==> src/rtl/hazard_pkg.sv <==
// Shared types and constants for the pipeline hazard controller.
package hazard_pkg;

  localparam int unsigned HAZ_REG_W  = 4;
  localparam int unsigned HAZ_PERF_W = 16;
  localparam int unsigned ZERO_REG   = 0;

  typedef enum logic [1:0] {
    RUN      = 2'd0,
    MEM_WAIT = 2'd1,
    ERR      = 2'd2
  } hazard_state_t;

endpackage

==> src/rtl/hazard_sat_cnt.sv <==
// Saturating up-counter with synchronous active-high reset and count enable.
module hazard_sat_cnt #(
  parameter int unsigned W = 16
) (
  input  logic         clk,
  input  logic         rst,
  input  logic         en,
  output logic [W-1:0] count
);

  always_ff @(posedge clk) begin
    if (rst) begin
      count <= '0;
    end else if (en && (count != '1)) begin
      count <= count + 1'b1;
    end
  end

endmodule

==> src/rtl/hazard_ctrl.sv <==
// Stall/flush controller: load-use detection, memory-wait freeze with timeout, branch squash.
// Optional performance counters are built when HAZARD_CTRL_PERF_EN is defined.
module hazard_ctrl
  import hazard_pkg::*;
#(
  parameter int unsigned REG_W        = HAZ_REG_W,
  parameter int unsigned MEM_WAIT_MAX = 15
`ifdef HAZARD_CTRL_PERF_EN
  ,
  parameter int unsigned PERF_W       = HAZ_PERF_W
`endif
) (
  input  logic             clk,
  input  logic             rst,
  input  logic [REG_W-1:0] id_rs,
  input  logic [REG_W-1:0] id_rt,
  input  logic             id_rs_used,
  input  logic             id_rt_used,
  input  logic             idex_memread,
  input  logic [REG_W-1:0] idex_regrd,
  input  logic             br_taken,
  input  logic             mem_req,
  input  logic             mem_ready,
  output logic             pc_stall,
  output logic             ifid_stall,
  output logic             idex_stall,
  output logic             exmem_stall,
  output logic             memwb_bubble,
  output logic             idex_bubble,
  output logic             ifid_flush,
  output logic             idex_flush,
  output logic             timeout_err
`ifdef HAZARD_CTRL_PERF_EN
  ,
  output logic [PERF_W-1:0] perf_stall_cycles,
  output logic [PERF_W-1:0] perf_flushes,
  output logic [PERF_W-1:0] perf_loaduse
`endif
);

  localparam int unsigned CNT_W = $clog2(MEM_WAIT_MAX + 1);

  hazard_state_t    state, state_nxt;
  logic [CNT_W-1:0] cnt, cnt_nxt;

  logic wait_cond;
  logic lu_hit;
  logic freeze;
  logic squash;
  logic load_use;

  assign wait_cond = mem_req & ~mem_ready;
  assign lu_hit    = idex_memread && (idex_regrd != REG_W'(ZERO_REG)) &&
                     ((id_rs_used && (id_rs == idex_regrd)) ||
                      (id_rt_used && (id_rt == idex_regrd)));

  always_ff @(posedge clk) begin
    if (rst) begin
      state <= RUN;
      cnt   <= '0;
    end else begin
      state <= state_nxt;
      cnt   <= cnt_nxt;
    end
  end

  always_comb begin
    state_nxt = state;
    cnt_nxt   = cnt;
    unique case (state)
      RUN: begin
        if (wait_cond) begin
          state_nxt = MEM_WAIT;
          cnt_nxt   = CNT_W'(1);
        end
      end
      MEM_WAIT: begin
        if (!wait_cond) begin
          state_nxt = RUN;
          cnt_nxt   = '0;
        end else if (cnt == CNT_W'(MEM_WAIT_MAX)) begin
          state_nxt = ERR;
        end else begin
          cnt_nxt = cnt + 1'b1;
        end
      end
      ERR:     state_nxt = ERR;
      default: state_nxt = RUN;
    endcase
  end

  // The release cycle of a wait (MEM_WAIT without wait_cond) behaves like RUN,
  // so a branch held through the freeze is squashed exactly then.
  always_comb begin
    freeze   = 1'b0;
    squash   = 1'b0;
    load_use = 1'b0;
    if (!rst) begin
      if (state == ERR || wait_cond) begin
        freeze = 1'b1;
      end else if (br_taken) begin
        squash = 1'b1;
      end else begin
        load_use = lu_hit;
      end
    end
  end

  always_comb begin
    pc_stall     = freeze | load_use;
    ifid_stall   = freeze | load_use;
    idex_stall   = freeze;
    exmem_stall  = freeze;
    memwb_bubble = freeze;
    idex_bubble  = load_use;
    ifid_flush   = squash;
    idex_flush   = squash;
    timeout_err  = !rst && (state == ERR);
  end

`ifdef HAZARD_CTRL_PERF_EN
  hazard_sat_cnt #(.W(PERF_W)) u_stall_cnt (
    .clk   (clk),
    .rst   (rst),
    .en    (freeze | load_use),
    .count (perf_stall_cycles)
  );

  hazard_sat_cnt #(.W(PERF_W)) u_flush_cnt (
    .clk   (clk),
    .rst   (rst),
    .en    (squash),
    .count (perf_flushes)
  );

  hazard_sat_cnt #(.W(PERF_W)) u_lu_cnt (
    .clk   (clk),
    .rst   (rst),
    .en    (load_use),
    .count (perf_loaduse)
  );
`endif

endmodule
==> config.mk <==
export PLATFORM = sky130hd
export DESIGN_NAME = hazard_ctrl
export DESIGN_NICKNAME = d
export VERILOG_FILES = /design/src/rtl/hazard_pkg.sv /design/src/rtl/hazard_sat_cnt.sv /design/src/rtl/hazard_ctrl.sv
export SDC_FILE = /design/constraint.sdc
export NUM_CORES = 1
export LEC_CHECK = 0
export ABC_AREA = 1
export CAP_MARGIN = 20
export CORE_MARGIN = 5
export CORE_UTILIZATION = 41
export CTS_CLUSTER_SIZE = 12
export DETAILED_ROUTE_END_ITERATION = 10
export HOLD_SLACK_MARGIN = 0.15
export PLACE_DENSITY = 0.82
export SYNTH_ARGS = -nofsm -noshare
export SYNTH_HDL_FRONTEND = slang
export SYNTH_SLANG_ARGS = --single-unit
==> constraint.sdc <==
create_clock -name clk -period 3.1 [get_ports clk]
set_clock_uncertainty 0.1 [all_clocks]
set_input_delay 0.62 -clock clk [delete_from_list [all_inputs] [get_ports clk]]
set_output_delay 0.62 -clock clk [all_outputs]
set_load 0.05 [all_outputs]
==> impl_metrics.tcl <==
set metrics [dict create \
    cpPeakStageDelay_ns 0.47 \
    worstPathRequired_ns 2.38 \
    path_clk_slew_ns 0.04 \
    layout-area-overhead-vs-synth_pct 65.3 \
    core_area_um2 1320 \
    pwr_density_cell_nw_per_um2 259 \
    critPathSlowestCell "sky130_fd_sc_hd__clkdlybuf4s50_1" \
    clock_sink_count 6 \
    floorplan.rows 13 \
    final_hold_viol_count 0 \
    synth_nets 120 \
    timing.hold.worst.start "cnt[1]" \
    setup_tns_final_ns 0 \
    via_total_after_detailed_routing 672 \
    place_hpwl_um 1290 \
    die_y_um 47.6 \
    yosys_warnings 0 \
    grt_pass1_wl_um 2440 \
    worstSetupEndpointType "output pin" \
    result_of_the_run "finished, final reports clean" \
    slew_headroom_pct 83.5 \
    ys_seq_elements 6 \
    utilization_pct 72.8 \
    synth.cell_area_um2 581 \
    first_global_vias 619 \
    clk_latency_ns 0.24 \
    holdCritPathClass "register to register" \
    finalSetupViolCount 0 \
    unrepaired_setup_endpoints_after_global_routing "false" \
    antenna_found_initial 0 \
    cts_setup_buffers 0 \
    grtUsageTotal_pct 15.5 \
    yosysTopAreaCellShare_pct 20.7 \
    worst_slew_pin_slew_ns 0.247 \
    drv_cap 0 \
    cts_tree "yes" \
    peakVddDrop_v 0.000193 \
    post_synth.cell_area_avg_um2 5.86 \
    ys_types 22 \
    cts_repair_resizes 0 \
    boundaryPins 29 \
    timing.fmax_mhz 374 \
    nNetsFinal 150 \
    n_antenna_cell 0 \
    grt_overflow 0 \
    buffer_ports.inserted 28 \
    routed_wire_length_per_instance_um 10.7 \
    r2r_start "cnt[0]" \
    crit_path_max_fanout 3 \
    period_share_pct 86.2 \
    synth.area.top_cells "sky130_fd_sc_hd__dfxtp_1, sky130_fd_sc_hd__nand2_1, sky130_fd_sc_hd__inv_1" \
    route.detailed.drc 0 \
    min_delay_worst_endpoint "cnt[1]" \
    cts_hold_buffers 0 \
    drt_pass1_iterations 2 \
    largest_net_degree_at_the_start_of_global_routing 9 \
    critPathTopFamily "buffers and inverters" \
    final_antenna_net_count 0 \
    route.detailed.vias_per_inst 4.73 \
    critical-path-top-cell-by-count "sky130_fd_sc_hd__nand2_1" \
    dieArea_um2 2270 \
    period_needed_ns 2.67 \
    netlist.top_cell.by_area "sky130_fd_sc_hd__dfxtp_1" \
    slew_violations 0 \
    timing.rr.end "cnt[1]" \
    root_buffer "sky130_fd_sc_hd__clkbuf_4" \
    worst-setup-path-type "input pin to output pin" \
    cp_cell_sequence "clkdlybuf4s50_1, inv_1, nand2_1, nand2_1, nor3_1, nand2_1, nand2_1, buf_12" \
    initial_core_util_pct 44.1 \
    htreeDepth 1 \
    drt-total-wl_um 1520 \
    share_of_post_route_cells_with_drive_strength_above_1_pct 19.7 \
    cell_count_of_the_worst_reg_to_reg_path 7 \
    die_width_um 47.6 \
    critical_path_buf_inv_count 3 \
    synth_sequential_area_ratio_pct 20.7 \
    post_synth_inst_count 99 \
    clock_path_buffers 2 \
    gp_congestion 0.817 \
    rrSetupSlack_ns 1.75 \
    power_leakage_nw 0.463 \
    hold_path_depth 2 \
    element_type_at_the_critical_path_start "input pin" \
    tritoncts.num_buffers 3 \
    detailedRoute.firstIterationViolations 4 \
    worst_ep_arrival_time_ns 1.95 \
]
registers in the layout, summed over array words and instances, names as in the netlist:
register,count
cnt,4
state,2
cells in the mapped netlist, drive strengths merged:
cell type  number
nor2           12
nand4           3
nand2          34
xnor2           2
inv            17
nand3           6
buf             5
and3            1
nor3            4
o21ai           1
a21oi           5
nand3b          1
dfxtp           6
or2             1
ha              1
tightest hold or removal path: stages, from the launching register on:
cell                      delay (ns)
sky130_fd_sc_hd__dfxtp_1        0.31
sky130_fd_sc_hd__nand2_1        0.08
sky130_fd_sc_hd__a21oi_2        0.05
worst max path at each step:
| stage | start | to | slack [ns] | depth (start not counted) |
|---|---|---|---|---|
| global placement | mem_ready | pc_stall | 0.44 | 8 |
| floorplan | rst | ifid_flush | 0.07 | 3 |
| global route | mem_ready | ifid_stall | 0.20 | 8 |
| detailed placement | mem_ready | pc_stall | 0.43 | 8 |
| CTS | mem_ready | pc_stall | 0.43 | 8 |
| finish | mem_ready | pc_stall | 0.43 | 8 |
stage by stage:
step | instance area, um2 | std cells | power, mW | hold WS (ns) | setup slack (ns)
global route | 960 | 142 | 0.268 | 0.410 | 0.196
finish | 960 | 142 | 0.249 | 0.393 | 0.428
global placement | 937 | 139 | 0.178 | 0.375 | 0.441
detailed placement | 937 | 139 | 0.180 | 0.389 | 0.434
CTS | 960 | 142 | 0.254 | 0.399 | 0.431
floorplan | 581 | 99 | 0.130 | 0.360 | 0.0727
kinds of logic (layout without fill, tap and decap cells):
logic type | Yosys count | after routing | synth area share, %
simple gates | 62 | 62 | 50.0
buf+inv | 22 | 50 | 17.0
compound gates | 6 | 6 | 7.11
flops | 6 | 6 | 20.7
xor+xnor | 2 | 2 | 3.02
fa+ha+maj | 1 | 1 | 2.15
routing by layer:
| layer | global-route usage, % | wire length (um) | up-vias |
|---|---|---|---|
| met1 | 16.5 | 655 | 280 |
| met5 | 0 | 0 | - |
| met3 | 1.88 | 143 | 6 |
| met4 | 13.4 | 31 | 0 |
| li1 | - | - | 360 |
| met2 | 26.7 | 686 | 26 |
cell usage in the layout, fill, tap and decap left out:
cell type | netlist | layout
sky130_fd_sc_hd__nor2_4 | 1 | 1
sky130_fd_sc_hd__clkdlybuf4s50_1 | 0 | 19
sky130_fd_sc_hd__nand2_2 | 2 | 2
sky130_fd_sc_hd__clkbuf_4 | 0 | 3
sky130_fd_sc_hd__nand3b_1 | 1 | 1
sky130_fd_sc_hd__a21oi_1 | 2 | 2
sky130_fd_sc_hd__nand2_4 | 1 | 1
sky130_fd_sc_hd__dfxtp_1 | 6 | 6
sky130_fd_sc_hd__nand4_1 | 3 | 3
sky130_fd_sc_hd__ha_1 | 1 | 1
sky130_fd_sc_hd__nor3_1 | 4 | 4
sky130_fd_sc_hd__buf_12 | 0 | 8
sky130_fd_sc_hd__nor2_2 | 1 | 1
sky130_fd_sc_hd__xnor2_1 | 2 | 2
sky130_fd_sc_hd__nand2_1 | 31 | 31
sky130_fd_sc_hd__a21oi_2 | 3 | 3
sky130_fd_sc_hd__inv_1 | 17 | 17
sky130_fd_sc_hd__o21ai_0 | 1 | 1
sky130_fd_sc_hd__nand3_2 | 1 | 1
sky130_fd_sc_hd__or2_2 | 1 | 1
sky130_fd_sc_hd__buf_4 | 4 | 3
sky130_fd_sc_hd__and3_2 | 1 | 1
sky130_fd_sc_hd__nand3_1 | 5 | 5
sky130_fd_sc_hd__nor2_1 | 10 | 10
cell type report:
| cell class | instances | area, um2 |
|---|---|---|
| Fill cell | 104 | 358 |
| Timing Repair Buffer | 30 | 373 |
| Inverter | 17 | 63.8 |
| Multi-Input combinational cell | 71 | 362 |
| Sequential cell | 6 | 120 |
| Tap cell | 15 | 18.8 |
| Clock buffer | 3 | 22.5 |
report_power, final:
part | switching, mW | total [mW] | internal [mW]
combinational | 0.0474 | 0.0983 | 0.0509
sequential | 0.00121 | 0.0804 | 0.0792
clock | 0.0265 | 0.0701 | 0.0437
No activity file was read; power rests on OpenSTA's default activity.
